**src/rtl/gate_identifier.sv**
```systemverilog
// Drives a 2-input gate through all four input vectors, records its truth table over
// one or more sweeps, and decodes the table into a gate function code.
module gate_identifier #(
    parameter int unsigned SETTLE_CYCLES = 2,
    parameter int unsigned REPEAT        = 1
) (
    input  logic       clk,
    input  logic       rst_n,
    input  logic       start,
    output logic       drv_a,
    output logic       drv_b,
    input  logic       y_in,
    output logic       busy,
    output logic       done,
    output logic [3:0] truth_table,
    output logic [2:0] gate_code,
    output logic       mismatch
);
    localparam int unsigned SW = (SETTLE_CYCLES < 1) ? 1 : $clog2(SETTLE_CYCLES + 1);

    typedef enum logic [1:0] {
        S_IDLE,
        S_VEC,
        S_CLASSIFY,
        S_DONE
    } state_t;

    state_t      r_state;
    logic [SW-1:0] r_settle;
    logic [1:0]  r_k;
    logic [3:0]  r_sweep;
    logic [2:0]  w_code;
    logic [1:0]  w_next_k;

    assign w_next_k = r_k + 2'd1;

    always_comb begin
        w_code = 3'd0;
        case (truth_table)
            4'b1000: w_code = 3'd1;
            4'b1110: w_code = 3'd2;
            4'b0111: w_code = 3'd3;
            4'b0001: w_code = 3'd4;
            4'b0110: w_code = 3'd5;
            4'b1001: w_code = 3'd6;
            4'b0011: w_code = 3'd7;
            default: w_code = 3'd0;
        endcase
        if (mismatch) w_code = 3'd0;
    end

    always_ff @(posedge clk or negedge rst_n) begin
        if (!rst_n) begin
            r_state     <= S_IDLE;
            r_settle    <= '0;
            r_k         <= '0;
            r_sweep     <= '0;
            drv_a       <= 1'b0;
            drv_b       <= 1'b0;
            busy        <= 1'b0;
            done        <= 1'b0;
            truth_table <= '0;
            gate_code   <= '0;
            mismatch    <= 1'b0;
        end else begin
            case (r_state)
                S_IDLE: begin
                    done <= 1'b0;
                    if (start) begin
                        truth_table <= '0;
                        gate_code   <= '0;
                        mismatch    <= 1'b0;
                        drv_a       <= 1'b0;
                        drv_b       <= 1'b0;
                        busy        <= 1'b1;
                        r_k         <= '0;
                        r_sweep     <= '0;
                        r_settle    <= '0;
                        r_state     <= S_VEC;
                    end
                end
                S_VEC: begin
                    if (r_settle == SW'(SETTLE_CYCLES)) begin
                        r_settle <= '0;
                        // Sweep 0 records the table; later sweeps only compare against it.
                        if (r_sweep == 4'd0)
                            truth_table[r_k] <= y_in;
                        else if (y_in != truth_table[r_k])
                            mismatch <= 1'b1;
                        r_k   <= w_next_k;
                        drv_a <= w_next_k[1];
                        drv_b <= w_next_k[0];
                        if (r_k == 2'd3) begin
                            if (r_sweep == 4'(REPEAT - 1))
                                r_state <= S_CLASSIFY;
                            else
                                r_sweep <= r_sweep + 4'd1;
                        end
                    end else begin
                        r_settle <= r_settle + SW'(1);
                    end
                end
                S_CLASSIFY: begin
                    drv_a     <= 1'b0;
                    drv_b     <= 1'b0;
                    gate_code <= w_code;
                    done      <= 1'b1;
                    busy      <= 1'b0;
                    r_state   <= S_DONE;
                end
                S_DONE: begin
                    done    <= 1'b0;
                    r_state <= S_IDLE;
                end
                default: r_state <= S_IDLE;
            endcase
        end
    end
endmodule

```
**config.mk**
```make
export PLATFORM = sky130hd
export DESIGN_NAME = gate_identifier
export DESIGN_NICKNAME = d
export VERILOG_FILES = /design/src/rtl/gate_identifier.sv
export SDC_FILE = /design/constraint.sdc
export NUM_CORES = 1
export LEC_CHECK = 0
export ABC_AREA = 1
export BUFFER_PORTS_ARGS = -buffer_cell sky130_fd_sc_hd__buf_2
export CAP_MARGIN = 20
export CORE_ASPECT_RATIO = 0.5
export CORE_UTILIZATION = 46
export DETAILED_ROUTE_END_ITERATION = 8
export GPL_TIMING_DRIVEN = 0
export PLACE_DENSITY = 0.62
export SLEW_MARGIN = 40
export SYNTH_ARGS = -nofsm -noshare
export SYNTH_HDL_FRONTEND = slang
export SYNTH_SLANG_ARGS = --single-unit
```
**constraint.sdc**
```tcl
create_clock -name clk -period 2.65 [get_ports clk]
set_input_delay 0.53 -clock clk [delete_from_list [all_inputs] [get_ports clk]]
set_output_delay 0.53 -clock clk [all_outputs]
set_load 0.01 [all_outputs]
```
# [Word level (Yosys, flattened, before mapping)]
# Index checks and enable logic that the tools add are counted.
[classes] order_cmp=2 n_mux=39 n_reduce_logical=16 eq_ne=19 addsub=3
[ops] cell="4-bit 2-to-1 mux" n=6
[ops] cell="3-bit one-hot mux with 7 select lines" n=1
[ops] cell="4-bit one-hot mux with 2 select lines" n=2
[ops] cell="2-bit 2-to-1 mux" n=7
[ops] cell="4-bit == test (second input constant)" n=3
[ops] cell="2-bit != test (second input constant)" n=6
[ops] cell="5-bit AND reduction" n=2
[ops] cell="1-bit 2-to-1 mux" n=9
[ops] cell="2-bit == test (second input constant)" n=4
[ops] cell="4-bit by 3-bit == test with 1-bit output (second input constant)" n=2
[ops] cell="2-bit one-hot mux with 2 select lines" n=2
[ops] cell="2-bit one-hot mux with 4 select lines" n=1
[ops] cell="4-bit AND reduction" n=2
[ops] cell="3-bit 2-to-1 mux" n=2
[ops] cell="1-bit one-hot mux with 2 select lines" n=3
[ops] cell="1-bit one-hot mux with 3 select lines" n=2
[ops] cell="3-bit one-hot mux with 2 select lines" n=1
[ops] cell="3-bit AND reduction" n=2
[ops] cell="2-bit nonzero test" n=3
[ops] cell="2-bit by 1-bit adder with 2-bit output (second input constant)" n=2
[ops] cell="4-bit by 1-bit adder with 4-bit output (second input constant)" n=1
[ops] cell="4-bit bitwise mux" n=1
[ops] cell="4-bit by 1-bit == test with 1-bit output (second input constant)" n=1
[ops] cell="4-bit by 2-bit == test with 1-bit output (second input constant)" n=1
[ops] cell="other kinds (12)" n=13
[word_totals] output_inout_bits=12 reg_bits=22 word_cells=90 input_bits=4

# [Logic depth before layout (Yosys ltp)]
# Gate-level depths: netlist of the first run.
[depth] word_depth=8 depth_mapped=10 mapped_depth_nobuf=10

# [Worst setup path after synthesis of the first run]
# No wires, ideal clock.
[synth_timing] kind="register to register" startpoint="register r_state[0]" endpoint="register r_sweep[2]" setup_ps=117 t_required_ps=2533 synth_period_minus_slack_ps=1537 arrival_time_ps=1419 path_slack_ps=1113 path_stages_with_launch=11 path_buffers=0 cell_sequence="dfrtp_1 -> inv_1 -> ha_1 -> inv_1 -> nor2_1 -> a21oi_2 -> nand2_4 -> nor2_4 -> nand2_4 -> nand2_1 -> o21ai_2"
[synth_via] elab_chain_cells=3 word_cells_on_any_way=9 classes_between="eq/ne: 5; mux: 1; reduce/logical: 3"
[synth_lines] element="start: declaration" line_no="28" source="state_t r_state;"
[synth_lines] element="start signal: assignment" line_no="54" source="r_state <= S_IDLE;"
[synth_lines] element="start signal: assignment" line_no="79" source="r_state <= S_VEC;"
[synth_lines] element="start signal: assignment" line_no="95" source="r_state <= S_CLASSIFY;"
[synth_lines] element="2-bit by 1-bit == test with 1-bit output / 2-bit zero test (equally long branches)" line_no="66" source="case (r_state)"
[synth_lines] element="2-bit != test (no line) / 2-bit nonzero test (equally long branches)"
[synth_lines] element="5-bit AND reduction (no line)"
[synth_lines] element="end signal: assignment" line_no="97" source="r_sweep <= r_sweep + 4'd1;"
[synth_lines] element="end: declaration" line_no="31" source="logic [3:0] r_sweep;"
# Parallel ways exist; a longest one is shown, timed or not.
# A chain may end at the register's enable or synchronous reset.

# [Worst setup path in the final report of the first run]
[layout_timing] startpoint="register r_state[0]" endpoint="register r_sweep[1]"
# The elaborated chain is that of the path after synthesis.

==> metrics, run 1 <==
Worst setup EP type flop; P_leak 0.783 nW; final-layout fill cell count 260; # diodes 0; number of remaining DRC errors 0; number of library cell types mapped by synthesis 22; count of standard-cell rows 13; time the worst path needs with I/O delays and setup 1.73 ns; register-to-register setup slack 0.92 ns; maximum fanout along the worst path 9; CTS H-Tree Depth 1; total vias in the final route 1098; most instantiated library cell after synthesis sky130_fd_sc_hd__nand2_1; startpoint class of the critical path flop; number of iterations in the first detailed-routing pass 4; top cells by area in the synthesized netlist sky130_fd_sc_hd__dfrtp_1 (40%), sky130_fd_sc_hd__nand2_1 (12%), sky130_fd_sc_hd__ha_1 (11%), sky130_fd_sc_hd__inv_1 (6.1%), sky130_fd_sc_hd__o21ai_0 (4.8%); f_max 0.578 GHz; largest family of logic cells by synthesized area simple AND/OR/NAND/NOR gates; number of DRC markers after the initial detailed-route iteration 40; post-synth top area share 40.5%; Layout Skew 0.0106 ns; CTS resizes 0; maximum number of buffers from clock root to sink 2; CP Data Required Time 2.81 ns; cts hold-fix bufs 0; synthesized-area fraction occupied by xor and xnor cells 1.29%; slowest CP cell sky130_fd_sc_hd__dfrtp_1; Layout Cells excl Fill 226; remaining max-slew budget at the tightest pin 65.3%; ports placed on the boundary 16; power density relative to cell area 1190 nW/um^2; max-slew violation count 0; Skew-Pair Late Insertion Delay 0.27 ns; post-synthesis async set-or-reset flop share 100%; EDFF count, synth 0; vias in the first global route 908; root buffer selected by CTS sky130_fd_sc_hd__clkbuf_8; number of clock sinks 22; net total in the final layout 206; worst hold margin 0.223 ns; setup TNS 0 ns; Die Area 3190 um^2; Sequential Area 551 um^2; post-synthesis instance area 1360 um^2; source of the worst register-to-register timing path r_state[0]; most frequently used flop master after synthesis sky130_fd_sc_hd__dfrtp_1; mean area per synthesized cell 8.00 um^2; post-detailed-route via-to-cell ratio 4.86; total of endpoints with negative setup slack in the final report 0; critical path data arrival time 1.89 ns; first-pass GRT wire length 4.17 mm; cells after synthesis 170; Period Utilization, post-route 65.3%; status finished clean; clock tree from TritonCTS done; simple-gate share of the synthesized area 26.7%; post-synthesis net count 186; biggest cell delay along the critical path 0.43 ns; register bit total from synthesis 22; GR Overflow Total 0; Placed Instances 222; depth of the worst register-to-register path 10; max-capacitance violation count 0; share of cell area taken by muxes after synthesis 0%; Crit Reg-Reg Endpoint r_sweep[1]; critical path's top delay family simple AND/OR/NAND/NOR gates; Buffers & Inverters on Critical Path 2; average routed wire per standard cell 11.5 um; global router's overall resource usage 18.0%; Post-Route WL 2.60 mm; area share of fa/ha/maj cells after synthesis 11.0%; largest net degree at the start of global routing 23; final weighted congestion in routability-driven placement 0.780; number of buffers inserted by post-CTS setup repair 0; area growth from synthesis to final layout 13.0%; CP Class flop to flop; Chip Width 78.9 um; Max VDD drop 0.581 mV; Detail Route Antenna Nets 0; most common library cells after synthesis sky130_fd_sc_hd__nand2_1 (45), sky130_fd_sc_hd__dfrtp_1 (22), sky130_fd_sc_hd__inv_1 (22), sky130_fd_sc_hd__nor2_1 (13), sky130_fd_sc_hd__o21ai_0 (13); detailed placement HPWL 1.93 mm; post-synthesis compound-gate area fraction 13.0%; total of warnings raised by yosys 0; area taken by multi-input logic gates 707 um^2; setup repair after global routing missed its margin false; count of input and output buffers 15; clock transition at the register clock pins on the worst setup and hold paths after CTS 0.09 ns; min-delay worst type input port to asynchronous set/reset pin; number of antenna violations at the first check in global routing 0; final count of hold timing violations 0; sequential area share after synthesis 40.5%; floorplan core area 2700 um^2; TritonCTS buffer count 3; cell taking the most area after synthesis sky130_fd_sc_hd__dfrtp_1; worst slew pin tran 0.521 ns; Die Span Y 40.5 um; fraction of final layout cells sized beyond drive strength 1 17.5%; cell-by-cell trace of the critical path inv_1 > ha_1 > inv_1 > nor2_1 > a21oi_2 > nand2_4 > nor2_4 > nand2_4 > nand2_1 > o21ai_2; Initial Utilization 50.4%
## sequential cells by signal, summed over array words and instances (netlist names)
signal	flops
r_sweep	4
truth_table	4
drv_a	1
r_k	2
gate_code	3
r_state	2
mismatch	1
done	1
drv_b	1
r_settle	2
busy	1
## final cells by class
cell class | instances | area share, %
Inverter | 24 | 5.94
Sequential cell | 22 | 35.8
Multi-Input combinational cell | 123 | 46.0
Tap cell | 37 | 3.01
Buffer | 1 | 0.733
Clock buffer | 4 | 3.58
Timing Repair Buffer | 15 | 4.89
## worst max path at each step
stage                           from          to  slack [ns]  cells past startpoint
after global routing      r_state[0]  r_sweep[1]        0.77                     10
after floorplan           r_state[0]  r_sweep[2]        1.11                     10
after detailed placement  r_state[0]  r_sweep[1]        0.93                     10
after global placement    r_state[1]  r_state[0]        0.97                      8
after CTS                 r_state[0]  r_sweep[1]        0.92                     10
final                     r_state[0]  r_sweep[1]        0.92                     10
## kinds of logic (layout without fill, tap and decap cells)
logic type	count (synthesis)	after routing
AOI/OAI and AO/OA	28	28
and+or+nand+nor	81	81
buffers and inverters	25	44
DFF	22	22
xor gates and xnor gates	2	2
adders and majority gates	12	12
## report_power, final
group	total, mW	internal [mW]	switching [mW]
clock	0.253	0.133	0.121
sequential	0.577	0.459	0.118
combinational	0.997	0.352	0.645
total	1.83	0.944	0.883
## through the flow
stage	power (mW)	cell area, um^2	util [%]	setup slack (ns)
final	1.83	1540	56.9	0.919
after global routing	2.02	1540	56.9	0.768
after CTS	1.84	1540	56.9	0.919
after detailed placement	1.58	1480	54.9	0.930
after global placement	1.57	1480	54.9	0.972
after floorplan	1.33	1360	-	1.11
## metal layers
metal / global-route usage [%] / vias to the layer above / wire (um)
li1: - / 581 / -
met2: 29.1 / 25 / 1040
met3: 5.45 / 2 / 115
met1: 23.5 / 490 / 1430
met5: 0 / - / 0
met4: 6.36 / 0 / 13
## cell usage in the layout, fill, tap and decap left out, types with 4 or more instances in the layout
cell | netlist | final
sky130_fd_sc_hd__dfrtp_1 | 22 | 22
sky130_fd_sc_hd__ha_1 | 12 | 12
sky130_fd_sc_hd__nand2_1 | 45 | 45
sky130_fd_sc_hd__a21oi_1 | 7 | 7
sky130_fd_sc_hd__o21ai_0 | 13 | 13
sky130_fd_sc_hd__nor2_1 | 13 | 13
sky130_fd_sc_hd__nand3_1 | 12 | 12
sky130_fd_sc_hd__o21ai_2 | 4 | 4
sky130_fd_sc_hd__clkbuf_8 | 0 | 4
sky130_fd_sc_hd__buf_2 | 0 | 15
sky130_fd_sc_hd__inv_1 | 22 | 22
No activity file was read; power rests on OpenSTA's default activity.
==> inputs of run 2 (changes only) <==
==> constraint.sdc (replaced) <==
create_clock -name clk -period 1.7 [get_ports clk]
set_input_delay 0.34 -clock clk [delete_from_list [all_inputs] [get_ports clk]]
set_output_delay 0.34 -clock clk [all_outputs]
set_load 0.01 [all_outputs]
==> metrics, run 2 (synthesis gave the netlist of run 1 again) <==
TritonCTS buffer count 3 (unchanged); number of clock sinks 22 (unchanged); f_max 0.606 GHz (+4.8%); average routed wire per standard cell 11.9 um (+3.3%); Layout Skew 0.00656 ns (-0.00401 ns); final-layout fill cell count 249 (-4.2%); clock tree from TritonCTS done; CP Class flop to flop; Initial Utilization 50.4% (unchanged); largest net degree at the start of global routing 23 (unchanged); count of input and output buffers 15 (unchanged); number of antenna violations at the first check in global routing 0 (unchanged); met2 Usage GRT 29.6% (+0.43 points); Post-Route WL 2.79 mm (+7.5%); CTS H-Tree Depth 1 (unchanged); status finished clean; number of iterations in the first detailed-routing pass 4 (unchanged); Period Utilization, post-route 97.1% (+32 points); Skew-Pair Late Insertion Delay 0.27 ns (about the same); final weighted congestion in routability-driven placement 0.780 (unchanged); top library cells by usage in the layout, fill and taps aside sky130_fd_sc_hd__nand2_1 (43), sky130_fd_sc_hd__dfrtp_1 (22), sky130_fd_sc_hd__inv_1 (20); Worst setup EP type flop; critical path data arrival time 1.82 ns (-0.07 ns); worst slew pin tran 0.532 ns (+0.0110 ns); global router's overall resource usage 18.3% (+0.26 points); total of endpoints with negative setup slack in the final report 0 (unchanged); Chip Width 78.9 um (unchanged); number of DRC markers after the initial detailed-route iteration 50 (+25%); net total in the final layout 215 (+4.4%); maximum number of buffers from clock root to sink 2 (unchanged); count of standard-cell rows 13 (unchanged); Detail Route Antenna Nets 0 (unchanged); root buffer selected by CTS sky130_fd_sc_hd__clkbuf_8; number of remaining DRC errors 0 (unchanged); ports placed on the boundary 16 (unchanged); largest registers r_sweep (4), truth_table (4), gate_code (3); power density relative to cell area 1910 nW/um^2 (+60%); most frequent standard cell in the layout excluding fill and tap cells sky130_fd_sc_hd__nand2_1; post-detailed-route via-to-cell ratio 4.87 (+0.20%); vias in the first global route 910 (+0.22%); startpoint class of the critical path flop; GR Overflow Total 0 (unchanged); total power of the final layout 3.10 mW (+70%); # diodes 0 (unchanged); final count of hold timing violations 0 (unchanged); max-slew violation count 0 (unchanged); time the worst path needs with I/O delays and setup 1.65 ns (-0.0801 ns); floorplan core area 2700 um^2 (unchanged); min-delay worst type input port to asynchronous set/reset pin; clock transition at the register clock pins on the worst setup and hold paths after CTS 0.09 ns (about the same); GRT busiest layer met2; remaining max-slew budget at the tightest pin 64.6% (-0.73 points); setup slack after placement -0.0202 ns (-0.950 ns); setup TNS 0 ns (unchanged); maximum fanout along the worst path 10 (+1); fraction of final layout cells sized beyond drive strength 1 24.7% (+7.3 points); met1 demand-to-capacity share in global routing 23.9% (+0.40 points); max-capacitance violation count 0 (unchanged); area growth from synthesis to final layout 19.6%; met3 global-route usage 5.45% (unchanged); total vias in the final route 1144 (+4.2%); first-pass GRT wire length 4.23 mm (+1.5%); Max VDD drop 0.939 mV (+61%); detailed placement HPWL 1.93 mm (unchanged); Die Span Y 40.5 um (unchanged); register-to-register setup slack 0.05 ns (-0.87 ns); CP Data Required Time 1.87 ns (-0.94 ns); worst hold margin 0.0412 ns (-0.182 ns); P_leak 0.824 nW (+5.3%); Final Worst Setup Slack 0.0494 ns (-0.870 ns); Die Area 3190 um^2 (unchanged)
[run 2: final timing paths]
path | startpoint | endpoint | depth (start not counted)
min in group clk | y_in | truth_table[3] | 3
worst min-delay path | rst_n | gate_code[2] | 1
worst max-delay path | r_state[1] | r_sweep[2] | 10
worst max register to register | r_state[1] | r_sweep[2] | 10
worst min register to register | gate_code[1] | gate_code[1] | 2
max in group asynchronous | rst_n | r_k[1] | 1
[run 2: power by group]
group | internal, mW | leakage [nW] | switching [mW]
clock network | 0.207 | 0.0288 | 0.185
logic | 0.726 | 0.506 | 1.07
registers | 0.716 | 0.289 | 0.194
[run 2: repair_timing]
item | 4_1_cts | 5_1_grt
gates resized for setup | 0 | 8
endpoints found under the setup margin | 6 | 14
pin swaps | 0 | 2
hold buffers | 0 | 0
buffers inserted | 2 | 7
cloned | 0 | 0
[run 2: cell type report]
type,count,area (um^2),share of cell area [%]
Inverter,24,91.3,5.62
Timing Repair Buffer,24,143,8.77
Buffer,1,11.3,0.692
Tap cell,37,46.3,2.85
Sequential cell,22,551,33.8
Multi-Input combinational cell,123,729,44.8
Clock buffer,4,55.1,3.38
[run 2: per-stage QoR]
| step | area (um^2) | std cells | utilization, % |
|---|---|---|---|
| final | 1630 | 235 | 60.2 |
| after global routing | 1630 | 235 | 60.2 |
| after CTS | 1550 | 228 | 57.5 |
| after detailed placement | 1480 | 222 | 54.9 |
| after global placement | 1480 | 222 | 54.9 |
| after floorplan | 1360 | 170 | - |
[run 2: layer usage]
| metal | vias up | part of all wire [%] |
|---|---|---|
| li1 | 600 | - |
| met1 | 509 | 53 |
| met2 | 30 | 42 |
| met3 | 5 | 3.9 |
| met4 | 0 | 0.90 |
| met5 | - | 0 |
[run 2: worst max-delay path: stages, from the launching register on]
cell and delay [ns]:
sky130_fd_sc_hd__dfrtp_1 0.44, sky130_fd_sc_hd__inv_2 0.12, sky130_fd_sc_hd__ha_2 0.21, sky130_fd_sc_hd__buf_6 0.14, sky130_fd_sc_hd__nor2_1 0.06, sky130_fd_sc_hd__inv_1 0.08, sky130_fd_sc_hd__nand2_4 0.09, sky130_fd_sc_hd__nor2_4 0.15
sky130_fd_sc_hd__nand2_4 0.11, sky130_fd_sc_hd__nand2_1 0.09, sky130_fd_sc_hd__o21ai_2 0.05
==> inputs of run 3 (changes only) <==
==> constraint.sdc (replaced) <==
create_clock -name clk -period 1.8 [get_ports clk]
set_input_delay 0.36 -clock clk [delete_from_list [all_inputs] [get_ports clk]]
set_output_delay 0.36 -clock clk [all_outputs]
set_load 0.01 [all_outputs]
==> metrics, run 3 (synthesis gave the netlist of run 1 again) <==
status finished clean; maximum number of buffers from clock root to sink 2 (unchanged); f_max 0.597 GHz (-1.5%); most frequent cell on the critical path sky130_fd_sc_hd__nand2_1; fraction of final layout cells sized beyond drive strength 1 20.0% (-4.7 points); total vias in the final route 1115 (-2.5%); largest net degree at the start of global routing 23 (unchanged); Max VDD drop 0.867 mV (-7.6%); power density relative to cell area 1770 nW/um^2 (-7.4%); # diodes 0 (unchanged); top library cells by usage in the layout, fill and taps aside sky130_fd_sc_hd__nand2_1 (45), sky130_fd_sc_hd__inv_1 (22), sky130_fd_sc_hd__dfrtp_1 (22); detailed placement HPWL 1.93 mm (unchanged); net total in the final layout 212 (-1.4%); area growth from synthesis to final layout 16.3%; critical path data arrival time 1.84 ns (+0.02 ns); dpl cell area 1480 um^2 (unchanged); final count of hold timing violations 0 (unchanged); Final Worst Setup Slack 0.125 ns (+0.0754 ns); count of input and output buffers 15 (unchanged); cell-by-cell trace of the critical path inv_1 > ha_1 > buf_6 > inv_2 > a31oi_4 > buf_4 > nor2_4 > nand2_1 > nand2_1 > o21ai_1; Chip Width 78.9 um (unchanged); Detail Route Antenna Nets 0 (unchanged); vias in the first global route 908 (-0.22%); largest registers r_sweep (4), truth_table (4), gate_code (3); total of endpoints with negative setup slack in the final report 0 (unchanged); average routed wire per standard cell 11.4 um (-4.2%); clock tree from TritonCTS done; root buffer selected by CTS sky130_fd_sc_hd__clkbuf_8; global router's overall resource usage 18.0% (-0.26 points); number of iterations in the first detailed-routing pass 4 (unchanged); time the worst path needs with I/O delays and setup 1.68 ns (+0.0246 ns); GR Overflow Total 0 (unchanged); Initial Utilization 50.4% (unchanged); Sequential Area 551 um^2 (unchanged); Layout Skew 0.00828 ns (+0.00172 ns); floorplan core area 2700 um^2 (unchanged); Placed Instances 222 (unchanged); Die Area 3190 um^2 (unchanged); count of standard-cell rows 13 (unchanged); min-delay worst type input port to asynchronous set/reset pin; Layout Cells excl Fill 232 (-1.3%); number of remaining DRC errors 0 (unchanged); worst hold margin 0.0562 ns (+0.0150 ns); ports placed on the boundary 16 (unchanged); CP Class flop to flop; TritonCTS buffer count 3 (unchanged); Period Utilization, post-route 93.1% (-4.0 points); remaining max-slew budget at the tightest pin 65.1% (+0.59 points); Skew-Pair Late Insertion Delay 0.27 ns (about the same); P_leak 0.813 nW (-1.4%); setup TNS 0 ns (unchanged); first-pass GRT wire length 4.17 mm (-1.5%); startpoint class of the critical path flop; worst slew pin tran 0.523 ns (-0.00888 ns); post-detailed-route via-to-cell ratio 4.81 (-1.3%); final weighted congestion in routability-driven placement 0.780 (unchanged); clock transition at the register clock pins on the worst setup and hold paths after CTS 0.09 ns (about the same); number of DRC markers after the initial detailed-route iteration 46 (-8.0%); final-layout fill cell count 258 (+3.6%); number of antenna violations at the first check in global routing 0 (unchanged); max-capacitance violation count 0 (unchanged); Worst setup EP type flop; number of clock sinks 22 (unchanged); Die Span Y 40.5 um (unchanged); maximum fanout along the worst path 10 (unchanged); Post-Route WL 2.64 mm (-5.4%); post-route cell area 1580 um^2 (-2.8%); CTS H-Tree Depth 1 (unchanged); setup slack after placement 0.0798 ns (+0.100 ns); max-slew violation count 0 (unchanged); CP Data Required Time 1.97 ns (+0.10 ns); biggest cell delay along the critical path 0.41 ns (-0.03 ns); cts hold-fix bufs 0 (unchanged); area taken by multi-input logic gates 707 um^2 (-3.1%); most frequent standard cell in the layout excluding fill and tap cells sky130_fd_sc_hd__nand2_1; slowest CP cell sky130_fd_sc_hd__dfrtp_1; depth of the worst register-to-register path 10 (unchanged)
==> run 3: changes by cell type in the layout (fill, tap and decap cells not counted), sizes merged <==
cell,change
buf,-3
==> run 3: layout make-up <==
type,count,share of cell area (%)
flip-flops and latches,22,34.8
plain buffers,1,0.712
repair buffers,21,7.59
clock buffers,4,3.48
well taps,37,2.93
inverters,24,5.78
multi-input cells,123,44.7
==> run 3: repair_timing <==
action                                  4_1_cts  5_1_grt
resized for setup                             0        0
setup buffers                                 0        6
endpoints found under the setup margin        0        9
==> run 3: critical path, delay by kind of cell, from the launching register on <==
kind                       cells  cell delay (ns)
DFF                            1             0.41
AOI/OAI and AO/OA              2             0.11
buffers and inverters          4             0.56
adders and majority gates      1             0.23
and+or+nand+nor                3             0.27
==> run 3: report_power, final <==
part | switching, mW | internal, mW | total, mW
clock network | 0.178 | 0.196 | 0.374
logic | 0.966 | 0.608 | 1.57
registers | 0.169 | 0.676 | 0.845
==> run 3: routing by layer <==
metal  track usage, %  vias up  share of wire (%)
li1                 -      592                  -
met1             23.5      491                 54
met2             29.1       27                 41
met3             5.45        5                4.1
met4             6.36        0               0.80
met5                0        -                  0
==> run 3: worst paths after layout <==
kind	start	to	slack, ns
min in group clk	y_in	truth_table[3]	0.37
max in group asynchronous	rst_n	drv_b	1.39
hold reg to reg	gate_code[1]	gate_code[1]	0.48
setup / recovery	r_state[1]	truth_table[3]	0.12
setup reg to reg	r_state[1]	truth_table[3]	0.12
hold / removal	rst_n	gate_code[2]	0.06
==> run 3: through the flow <==
step / utilization [%] / total power [mW]
2_1_floorplan: - / 1.96
3_3_place_gp: 54.9 / 2.31
3_5_place_dp: 54.9 / 2.33
4_1_cts: 56.9 / 2.71
5_1_grt: 58.6 / 3.09
6_report: 58.6 / 2.79
